===== config.mk =====
export PLATFORM = sky130hd
export DESIGN_NAME = cim_psum_acc
export DESIGN_NICKNAME = d
export VERILOG_FILES = /design/src/rtl/cim_psum_acc_pkg.sv /design/src/rtl/cim_acc_lane.sv /design/src/rtl/cim_psum_acc.sv
export SDC_FILE = /design/constraint.sdc
export NUM_CORES = 1
export LEC_CHECK = 0
export ABC_AREA = 1
export BUFFER_PORTS_ARGS = -buffer_cell sky130_fd_sc_hd__buf_2
export CAP_MARGIN = 25
export CORE_MARGIN = 8
export CORE_UTILIZATION = 64
export DETAILED_ROUTE_END_ITERATION = 8
export PLACE_DENSITY = 0.87
export RECOVER_POWER = 50
export SLEW_MARGIN = 20
export SYNTH_ARGS = -nofsm -noshare
export SYNTH_HDL_FRONTEND = slang
export SYNTH_SLANG_ARGS = --single-unit

===== constraint.sdc =====
create_clock -name clk -period 5.9 [get_ports clk]
set_clock_uncertainty 0.2 [all_clocks]
set_input_delay 0.295 -clock clk [delete_from_list [all_inputs] [get_ports clk]]
set_output_delay 0.295 -clock clk [all_outputs]
set_load 0.01 [all_outputs]

===== src/rtl/cim_psum_acc_pkg.sv =====
// Shared constants for the CIM partial-sum accumulator.
//   LANES_DEF / IN_W_DEF / ACC_W_DEF : default lane count and widths
//   state_t                          : controller state encoding
package cim_psum_acc_pkg;

    localparam int unsigned LANES_DEF = 8;
    localparam int unsigned IN_W_DEF  = 8;
    localparam int unsigned ACC_W_DEF = IN_W_DEF + 10;

    localparam int unsigned LEN_W = 10;
    localparam int unsigned GRP_W = 8;

    typedef enum logic [1:0] {
        ST_IDLE  = 2'd0,
        ST_ACCUM = 2'd1,
        ST_DRAIN = 2'd2
    } state_t;

endpackage


===== src/rtl/cim_acc_lane.sv =====
// One accumulator lane.
//   clk, rst_n : clock, async active-low reset
//   i_clr      : clear the running accumulator
//   i_add      : add i_psum (zero-extended) into the accumulator
//   i_load     : with i_add, last beat: publish sum to o_sum and restart at 0
//   i_psum     : unsigned partial sum for this lane
//   o_sum      : registered group result
module cim_acc_lane #(
    parameter int unsigned IN_W  = 8,
    parameter int unsigned ACC_W = 18
) (
    input  logic             clk,
    input  logic             rst_n,
    input  logic             i_clr,
    input  logic             i_add,
    input  logic             i_load,
    input  logic [IN_W-1:0]  i_psum,
    output logic [ACC_W-1:0] o_sum
);

    logic [ACC_W-1:0] r_acc;
    logic [ACC_W-1:0] r_sum;
    logic [ACC_W-1:0] w_sum;

    // Wraps modulo 2^ACC_W; no saturation.
    assign w_sum = r_acc + ACC_W'(i_psum);

    always_ff @(posedge clk or negedge rst_n) begin
        if (!rst_n) begin
            r_acc <= '0;
            r_sum <= '0;
        end else if (i_clr) begin
            r_acc <= '0;
        end else if (i_add) begin
            if (i_load) begin
                r_acc <= '0;
                r_sum <= w_sum;
            end else begin
                r_acc <= w_sum;
            end
        end
    end

    assign o_sum = r_sum;

endmodule


===== src/rtl/cim_psum_acc.sv =====
// Multi-lane partial-sum accumulator for a CIM macro.
//   clk, rst_n           : clock, async active-low reset
//   start                : command pulse (IDLE only)
//   acc_len, num_grp     : beats per group - 1, groups per command - 1
//   in_valid/in_ready    : partial-sum beat handshake, in_psum packed per lane
//   out_valid/out_ready  : group result handshake, out_sum packed per lane
//   busy                 : not IDLE
//   done                 : one-cycle pulse after the final result is taken
module cim_psum_acc
    import cim_psum_acc_pkg::*;
#(
    parameter int unsigned LANES = LANES_DEF,
    parameter int unsigned IN_W  = IN_W_DEF,
    parameter int unsigned ACC_W = ACC_W_DEF
) (
    input  logic                   clk,
    input  logic                   rst_n,
    input  logic                   start,
    input  logic [LEN_W-1:0]       acc_len,
    input  logic [GRP_W-1:0]       num_grp,
    input  logic                   in_valid,
    output logic                   in_ready,
    input  logic [LANES*IN_W-1:0]  in_psum,
    output logic                   out_valid,
    input  logic                   out_ready,
    output logic [LANES*ACC_W-1:0] out_sum,
    output logic                   busy,
    output logic                   done
);

    state_t           r_state;
    state_t           w_state_nxt;
    logic [LEN_W-1:0] r_acc_len;
    logic [GRP_W-1:0] r_num_grp;
    logic [LEN_W-1:0] r_beat;
    logic [GRP_W-1:0] r_grp;
    logic             r_out_valid;
    logic             r_done;

    logic w_clr;
    logic w_last_beat;
    logic w_add;
    logic w_load;
    logic w_final;
    logic w_out_hs;

    assign w_clr       = (r_state == ST_IDLE) && start;
    assign w_last_beat = (r_beat == r_acc_len);
    // The last beat may only stall while the previous result is still unread.
    assign in_ready    = (r_state == ST_ACCUM) &&
                         !(w_last_beat && r_out_valid && !out_ready);
    assign w_add       = in_valid && in_ready;
    assign w_load      = w_add && w_last_beat;
    assign w_final     = w_load && (r_grp == r_num_grp);
    assign w_out_hs    = r_out_valid && out_ready;

    always_comb begin
        w_state_nxt = r_state;
        case (r_state)
            ST_IDLE:  if (start)    w_state_nxt = ST_ACCUM;
            ST_ACCUM: if (w_final)  w_state_nxt = ST_DRAIN;
            ST_DRAIN: if (w_out_hs) w_state_nxt = ST_IDLE;
            default:                w_state_nxt = ST_IDLE;
        endcase
    end

    always_ff @(posedge clk or negedge rst_n) begin
        if (!rst_n) begin
            r_state     <= ST_IDLE;
            r_acc_len   <= '0;
            r_num_grp   <= '0;
            r_beat      <= '0;
            r_grp       <= '0;
            r_out_valid <= 1'b0;
            r_done      <= 1'b0;
        end else begin
            r_state <= w_state_nxt;
            r_done  <= (r_state == ST_DRAIN) && w_out_hs;

            if (w_clr) begin
                r_acc_len <= acc_len;
                r_num_grp <= num_grp;
                r_beat    <= '0;
                r_grp     <= '0;
            end else if (w_add) begin
                if (w_last_beat) begin
                    r_beat <= '0;
                    r_grp  <= r_grp + GRP_W'(1);
                end else begin
                    r_beat <= r_beat + LEN_W'(1);
                end
            end

            // A new result loading on the handshake edge keeps valid high.
            if (w_load) begin
                r_out_valid <= 1'b1;
            end else if (out_ready) begin
                r_out_valid <= 1'b0;
            end
        end
    end

    for (genvar k = 0; k < LANES; k++) begin : g_lane
        cim_acc_lane #(
            .IN_W  (IN_W),
            .ACC_W (ACC_W)
        ) u_lane (
            .clk    (clk),
            .rst_n  (rst_n),
            .i_clr  (w_clr),
            .i_add  (w_add),
            .i_load (w_load),
            .i_psum (in_psum[k*IN_W +: IN_W]),
            .o_sum  (out_sum[k*ACC_W +: ACC_W])
        );
    end

    assign out_valid = r_out_valid;
    assign busy      = (r_state != ST_IDLE);
    assign done      = r_done;

endmodule


# Word-level counts from Yosys, hierarchy flattened
# Cells that the tools add are included.
classes:
  eq_ne: 7
  n_mux: 36
  add_sub_neg: 10
  bitwise: 1
  reduce_logical: 19
op_table:
  columns: ["cell", "n"]
  rows:
  - ["$mux 18", 24]
  - ["$add 18x8->18", 8]
  - ["$mux 10", 3]
  - ["$mux 8", 3]
  - ["$add 10x1->10 const B", 1]
  - ["$eq 10x10->1", 1]
  - ["$logic_and 1x1->1", 9]
  - ["$add 8x1->8 const B", 1]
  - ["$eq 8x8->1", 1]
  - ["$reduce_bool 2->1", 4]
  - ["$mux 2", 3]
  - ["$ne 2x2->1 const B", 3]
  - ["$pmux 2 s3", 1]
  - ["$reduce_and 3->1", 2]
  - ["$eq 2x1->1 const B", 1]
  - ["$eq 2x2->1 const B", 1]
  - ["$logic_not 1->1", 2]
  - ["$logic_not 2->1", 1]
  - ["$mux 1", 2]
  - ["$reduce_and 2->1", 1]
  - ["$not 1->1", 1]
word_totals:
  output_inout_bits: 148
  regBits: 328
  word_cells: 96

# Logic depth before layout (Yosys ltp)
# Gate-level depths: netlist of the first run.
depth:
  word_depth: 10
  mapped_depth: 15
  mapped_depth_nobuf: 15

# Modules after synthesis
# A second synthesis of the first run with hierarchy kept.
hier_totals:
  hier_cells: 2591
  area_unflattened_um2: 19414.9
by_module_without_submodules:
  columns: ["module", "instances", "cells_each", "seq_area_each_um2", "area_per_inst_um2"]
  rows:
  - ["cim_acc_lane at g_lane[0].u_lane ...", 6, 287, 900.9, 2147.1]
  - ["cim_psum_acc", 1, 286, 1001.0, 2258.4]
  - ["cim_acc_lane at g_lane[1].u_lane", 1, 290, 900.9, 2144.6]
  - ["cim_acc_lane at g_lane[7].u_lane", 1, 293, 900.9, 2129.5]

# Worst setup path before layout of the first run
# OpenSTA, ideal clock, no wires.
synth_timing:
  path_type: "register -> register"
  startpoint: "register g_lane[6].u_lane.r_acc[0]"
  endpoint: "register g_lane[6].u_lane.r_acc[10]"
  slack_ps: 3599
  period_less_slack_ps: 2301
  required_time_ps: 5583
  arrival_time_ps: 1983
  n_path_buf: 0
  path_stages_with_launch: 12
  cell_sequence: "dfrtp_1 -> ha_1 -> inv_1 -> fa_1 -> o21ai_0 -> nand3_1 -> nand2_1 -> nand2_1 -> o21ai_0 -> inv_1 -> nand2_1 -> nand2_1"
synth_between:
  elab_chain_len: 4
synth_lines:
  columns: ["element", "line_no", "text"]
  rows:
  - ["from (decl)", "cim_acc_lane.sv:21", "logic [ACC_W-1:0] r_acc;"]
  - ["from (signal assigned)", "cim_acc_lane.sv:39", "r_acc <= w_sum;"]
  - ["$add 18x8->18", "cim_acc_lane.sv:26", "assign w_sum = r_acc + ACC_W'(i_psum);"]
  - ["$mux 18", "cim_acc_lane.sv:35", "if (i_load) begin"]
  - ["$mux 18", "cim_acc_lane.sv:34", "end else if (i_add) begin"]
  - ["$mux 18", "cim_acc_lane.sv:32", "end else if (i_clr) begin"]
# Every way passes these cells. The select of a mux whose other input is x is not followed.
# A chain may end at the register's enable or synchronous reset.

==> results of run 1 <==
[per-layer routing]
layer	global-route usage, %	part of all wire (%)	up-vias	wire length, um
met5	0	0.016	-	8
met4	10.4	3.5	2	1710
met3	5.01	6.8	146	3340
met2	46.7	48	684	23400
met1	34.5	42	8305	20700
li1	-	-	8511	-
[power groups by stage]
stage	clock, uW	combinational [uW]	sequential (uW)
4_1_cts	2240	3750	3260
5_1_grt	2340	4230	3350
3_3_place_gp	0	3540	3260
2_1_floorplan	0	2690	3270
6_report	2220	3740	3280
3_5_place_dp	0	3680	3280
[stage by stage]
step	hold WS (ns)	std cells	setup WS [ns]	area, sq um
after floorplan	-0.201	2552	3.60	18700
after global placement	0.231	3088	2.61	20000
after detailed placement	0.252	3089	2.49	20000
after CTS	0.00655	3178	2.45	21500
after global routing	0.0547	3179	1.76	21300
final	0.0243	3179	2.34	21300
[layout by cell type (no fill, tap or decap), drive strengths merged, types with 3 or more instances in the layout]
cell type / n
inv: 212
nor4: 11
nand2: 1111
or2: 3
nand3b: 25
nor3: 24
clkbuf: 201
o21bai: 3
nand4: 25
clkinvlp: 4
dfrtp: 328
a21boi: 11
nor3b: 4
nand3: 256
dlygate4sd3: 28
buf: 94
a21o: 9
xnor2: 13
clkinv: 4
fa: 8
o21ai: 79
nor2: 142
ha: 66
xor2: 80
a21oi: 43
[cell families after synthesis]
logic type	count (synthesis)	share of synthesized area, %
compound gates	148	4.31
xor+xnor	93	4.35
fa+ha+maj	74	5.26
buf+inv	303	6.89
flops	328	43.8
simple gates	1606	35.4
[state kept, by name, indices dropped and copies added (netlist names)]
signal,count
r_acc_len,10
out_valid,1
g_lane.u_lane.r_acc,144
r_beat,10
r_grp,8
done,1
r_state,2
r_num_grp,8
g_lane.u_lane.o_sum,144
[layout make-up]
type                    instances  area, sq um
clock buffers                  52         1040
repair buffers                271         1380
clock inverters                 9          105
diodes                          1         2.50
multi-input cells            1921         9260
inverters                     213          802
flip-flops and latches        328         8210
well taps                     384          480
fillers                      2254         7500
[timing repair]
| action | in CTS | in global routing |
|---|---|---|
| hold buffers | 28 | 0 |
| setup endpoints to repair | 0 | 0 |
| gates resized for setup | 0 | 0 |
| hold endpoints to repair | 154 | 0 |
[path summary, 6_finish.rpt]
kind,end,slack (ns),cells past startpoint
max,g_lane[3].u_lane.o_sum[15]$_DFFE_PN0P_,2.34,3
min,g_lane[7].u_lane.r_acc[1]$_DFFE_PN0P_,0.02,4
max reg2reg,r_state[0]$_DFFE_PN0P_,2.40,11
min reg2reg,g_lane[3].u_lane.o_sum[16]$_DFFE_PN0P_,0.27,2
max in group clk,r_state[0]$_DFFE_PN0P_,2.40,11
min in group asynchronous,g_lane[1].u_lane.r_acc[6]$_DFFE_PN0P_,1.11,2
[critical path, cell delays in order]
cell,delay (ns)
dlygate4sd3_1,0.52
clkbuf_2,2.09
buf_4,0.91
==> impl_metrics.json, run 1 <==
{
  "status": "finished with violations",
  "violations": "max-capacitance violations, max-slew violations",
  "hold_viol": 0,
  "io_pins": 235,
  "crit_fanout": 119,
  "p_int_uw": 5400,
  "grt_pass1_wl_mm": 82.4,
  "max_freq_ghz": 0.281,
  "critPathLaunchType": "primary input",
  "end_kind": "async pin",
  "drtIter0Drc": 1532,
  "r2r_start": "r_beat[0]$_DFFE_PN0P_",
  "synth_cell_type_count": 36,
  "synth_top_area_share_pct": 43.8,
  "coreArea_sq_mm": 0.0288,
  "ys.flop_type": "dfrtp_1",
  "htreeDepth": 2,
  "tightestPinTransition_ns": 2.98,
  "vias": 17648,
  "p_total_uw": 9240,
  "gp_congestion": 0.909,
  "cts_made_buffers": 36,
  "grt_start_max_net_pins": 150,
  "syn_area_sq_mm": 0.0187,
  "overflow": 0,
  "clk_pin_slew_ns": 0.06,
  "period_share_pct": 60.3,
  "fp.dieH_um": 187,
  "antenna_found_initial": 2,
  "crit_path_start": "rst_n",
  "clock-sinks": 328,
  "wl_mm": 49.1,
  "switchingPower_uw": 3840,
  "synthesis.instances": 2552,
  "die-area_sq_mm": 0.0350,
  "post-route-drc-count": 0,
  "rsz0062_at_grt": "no",
  "fin_tns_setup_ns": 0,
  "synth-async-reset-ratio_pct": 100,
  "maxCapViolations": 1,
  "synth_warnings": 0,
  "max_slew_margin_pct": -98.9,
  "final_util_pct": 73.9,
  "drv_slew": 119,
  "cts_tree": "built",
  "avgSynthCellArea_sq_um": 7.34,
  "clockPowerShare_pct": 24.0,
  "finalSetupViolations": 0,
  "synth-edff-count": 0,
  "clockBufferDepth": 3,
  "hpwl_mm": 32.6,
  "yosysTopAreaCell": "dfrtp_1",
  "period_minus_slack_ns": 3.56,
  "insertion_delay_ns": 0.51,
  "row_count": 62,
  "worstHoldStart": "in_psum[57]",
  "post_drt_via_cell_ratio": 5.55,
  "synth_area_leaders": "dfrtp_1 (44%), nand2_1 (22%), nand3_1 (6.8%)",
  "drive_gt1_share_pct": 5.83,
  "clockRootBuffer": "clkbuf_16",
  "power_density_mw_per_mm2": 434,
  "ir_drop_mv": 0.257,
  "synth_common_cells": "nand2_1 (1111), dfrtp_1 (328), nand3_1 (256), inv_1 (205), nor2_1 (140)",
  "initial_core_util_pct": 65.1,
  "gr-usage-all-layers_pct": 27.5,
  "switching_share_pct": 41.6,
  "yosysSeqAreaShare_pct": 43.8,
  "required_ns": 6.25,
  "final_antenna_net_count": 0,
  "syn_nets": 2713,
  "power_frac_seq_pct": 35.5,
  "post_cts.repair.setup_buffers": 0,
  "worstSetupPathType": "primary input to async pin",
  "synth.most_common_cell": "nand2_1",
  "cp_data_arrival_time_ns": 3.91,
  "pwr-share-comb_pct": 40.5,
  "hold_path_class": "primary input to flip-flop",
  "area_growth_pct": 13.6,
  "p_leak_uw": 0.0118,
  "wl_per_cell_um": 15.4,
  "numPortBuffers": 234,
  "grt_pass1_vias": 17479,
  "synth-seq-cells": 328,
  "first_pass_iters": 6,
  "die_w_um": 187,
  "final_nets": 2932
}
(Power assumes the default switching activity.)
==> inputs of run 2 (changes only) <==
--- a/config.mk
+++ b/config.mk
@@ -9,9 +9,9 @@
 export BUFFER_PORTS_ARGS = -buffer_cell sky130_fd_sc_hd__buf_2
 export CAP_MARGIN = 25
 export CORE_MARGIN = 8
-export CORE_UTILIZATION = 64
+export CORE_UTILIZATION = 53
 export DETAILED_ROUTE_END_ITERATION = 8
-export PLACE_DENSITY = 0.87
+export PLACE_DENSITY = 0.77
 export RECOVER_POWER = 50
 export SLEW_MARGIN = 20
 export SYNTH_ARGS = -nofsm -noshare
==> constraint.sdc (replaced) <==
create_clock -name clk -period 3 [get_ports clk]
set_clock_uncertainty 0.2 [all_clocks]
set_input_delay 0.15 -clock clk [delete_from_list [all_inputs] [get_ports clk]]
set_output_delay 0.15 -clock clk [all_outputs]
set_load 0.01 [all_outputs]
==> impl_metrics.json, run 2 (synthesis gave the netlist of run 1 again) <==
{
  "initial_core_util_pct": 53.2,
  "crit_path_start": "r_state[1]$_DFFE_PN0P_",
  "max_slew_margin_pct": 14.2,
  "grt_pass1_vias": 17726,
  "cts_tree": "built",
  "wl_mm": 51.3,
  "clockRootBuffer": "clkbuf_16",
  "reg2reg_depth": 6,
  "ff2ff_setup_slack_ns": 0.38,
  "status": "finished clean",
  "r2r_start": "r_state[1]$_DFFE_PN0P_",
  "area_growth_pct": 18.4,
  "htreeDepth": 2,
  "clockBufferDepth": 3,
  "end_kind": "flip-flop",
  "post_drt_via_cell_ratio": 5.25,
  "final_common_cell": "nand2_1",
  "die-area_sq_mm": 0.0416,
  "coreArea_sq_mm": 0.0352,
  "crit_path_end": "r_beat[7]$_DFFE_PN0P_",
  "rsz0062_at_grt": "no",
  "post-route-drc-count": 0,
  "cts_made_buffers": 38,
  "gr-usage-all-layers_pct": 24.7,
  "first_pass_iters": 7,
  "critPathLaunchType": "flip-flop",
  "grt_start_max_net_pins": 156,
  "die_w_um": 204,
  "period_minus_slack_ns": 2.62,
  "cp_data_arrival_time_ns": 2.85,
  "vias": 17492,
  "gp_congestion": 0.912,
  "tightestPinTransition_ns": 1.29,
  "wl_per_cell_um": 15.4,
  "clk_pin_slew_ns": 0.06,
  "rr_endpoint": "r_beat[7]$_DFFE_PN0P_",
  "fp.dieH_um": 204,
  "fill_cells": 3079,
  "antenna_found_initial": 2,
  "clock-sinks": 328,
  "ir_drop_mv": 0.544,
  "insertion_delay_ns": 0.54,
  "maxCapViolations": 0,
  "hold_viol": 0,
  "hpwl_mm": 34.8,
  "drive_gt1_share_pct": 6.52,
  "required_ns": 3.22,
  "drv_slew": 0,
  "io_pins": 235,
  "worstHoldPathCells": 5,
  "max_freq_ghz": 0.381,
  "fin_tns_setup_ns": 0,
  "final_nets": 3003,
  "period_share_pct": 87.5,
  "numPortBuffers": 234,
  "row_count": 69,
  "final_cell_mix": "nand2_1 (1111), dfrtp_1 (328), nand3_1 (255)",
  "hold_path_class": "primary input to flip-flop",
  "overflow": 0,
  "p_total_uw": 18700,
  "drtIter0Drc": 991,
  "power_density_mw_per_mm2": 841,
  "p_leak_uw": 0.0121,
  "grt_pass1_wl_mm": 86.4,
  "worstSetupPathType": "flip-flop to flip-flop",
  "crit_fanout": 55,
  "finalSetupViolations": 0,
  "final_antenna_net_count": 0
}
run 2: cell type report:
class / count / area [sq um] / share of cell area, %
Tap cell: 461 / 577 / 2.60
Clock inverter: 13 / 174 / 0.784
Multi-Input combinational cell: 1921 / 9250 / 41.7
Antenna cell: 1 / 2.50 / 0.0113
Clock buffer: 52 / 1120 / 5.04
Timing Repair Buffer: 340 / 2040 / 9.22
Inverter: 213 / 802 / 3.62
Sequential cell: 328 / 8210 / 37.0
run 2: per-layer routing:
layer	track usage [%]	vias up	wire length, um
li1	-	8641	-
met1	31.6	8304	22500
met2	42.2	437	24800
met3	3.88	108	2600
met4	8.77	2	1480
met5	0	-	12
run 2: per-stage QoR:
stage | worst slack [ns] | util (%) | instance area, sq um | hold WS, ns | std cells
2_1_floorplan | 0.699 | - | 18700 | -0.346 | 2552
3_3_place_gp | 0.583 | 57.7 | 20300 | -0.0163 | 3182
3_5_place_dp | 0.529 | 57.7 | 20300 | -0.00532 | 3182
4_1_cts | 0.227 | 63.6 | 22400 | 0.00189 | 3323
5_1_grt | 0.122 | 63.0 | 22200 | 0.0464 | 3329
6_report | 0.375 | 63.0 | 22200 | 0.0272 | 3329
run 2: power breakdown:
group	switching, uW	internal [uW]	total [uW]
Sequential	896	5550	6450
Combinational	4800	2610	7410
Clock	1860	2950	4800
Total	7550	11100	18700
run 2: what timing repair did:
| item | CTS | global route |
|---|---|---|
| endpoints found under the hold margin | 447 | 2 |
| buffers inserted | 0 | 3 |
| setup endpoints to repair | 0 | 1 |
| resized for setup | 0 | 0 |
| hold buffers | 76 | 1 |
run 2: how the worst min path moves through the flow:
stage                                       endpoint   startpoint
2_1_floorplan                         done$_DFF_PN0_        rst_n
3_3_place_gp   g_lane[4].u_lane.r_acc[4]$_DFFE_PN0P_        rst_n
3_5_place_dp   g_lane[4].u_lane.o_sum[2]$_DFFE_PN0P_        rst_n
4_1_cts        g_lane[4].u_lane.o_sum[3]$_DFFE_PN0P_  in_psum[35]
5_1_grt        g_lane[4].u_lane.r_acc[3]$_DFFE_PN0P_  in_psum[35]
6_report       g_lane[4].u_lane.o_sum[2]$_DFFE_PN0P_  in_psum[34]
run 2: worst max-delay path, cell delays in order (launching register included):
cell and delay (ns):
dfrtp_1 0.38, nor2_1 0.08, nand2_1 0.22, clkbuf_2 0.99, nand2_1 0.39, nand2_1 0.15, nand2_1 0.07
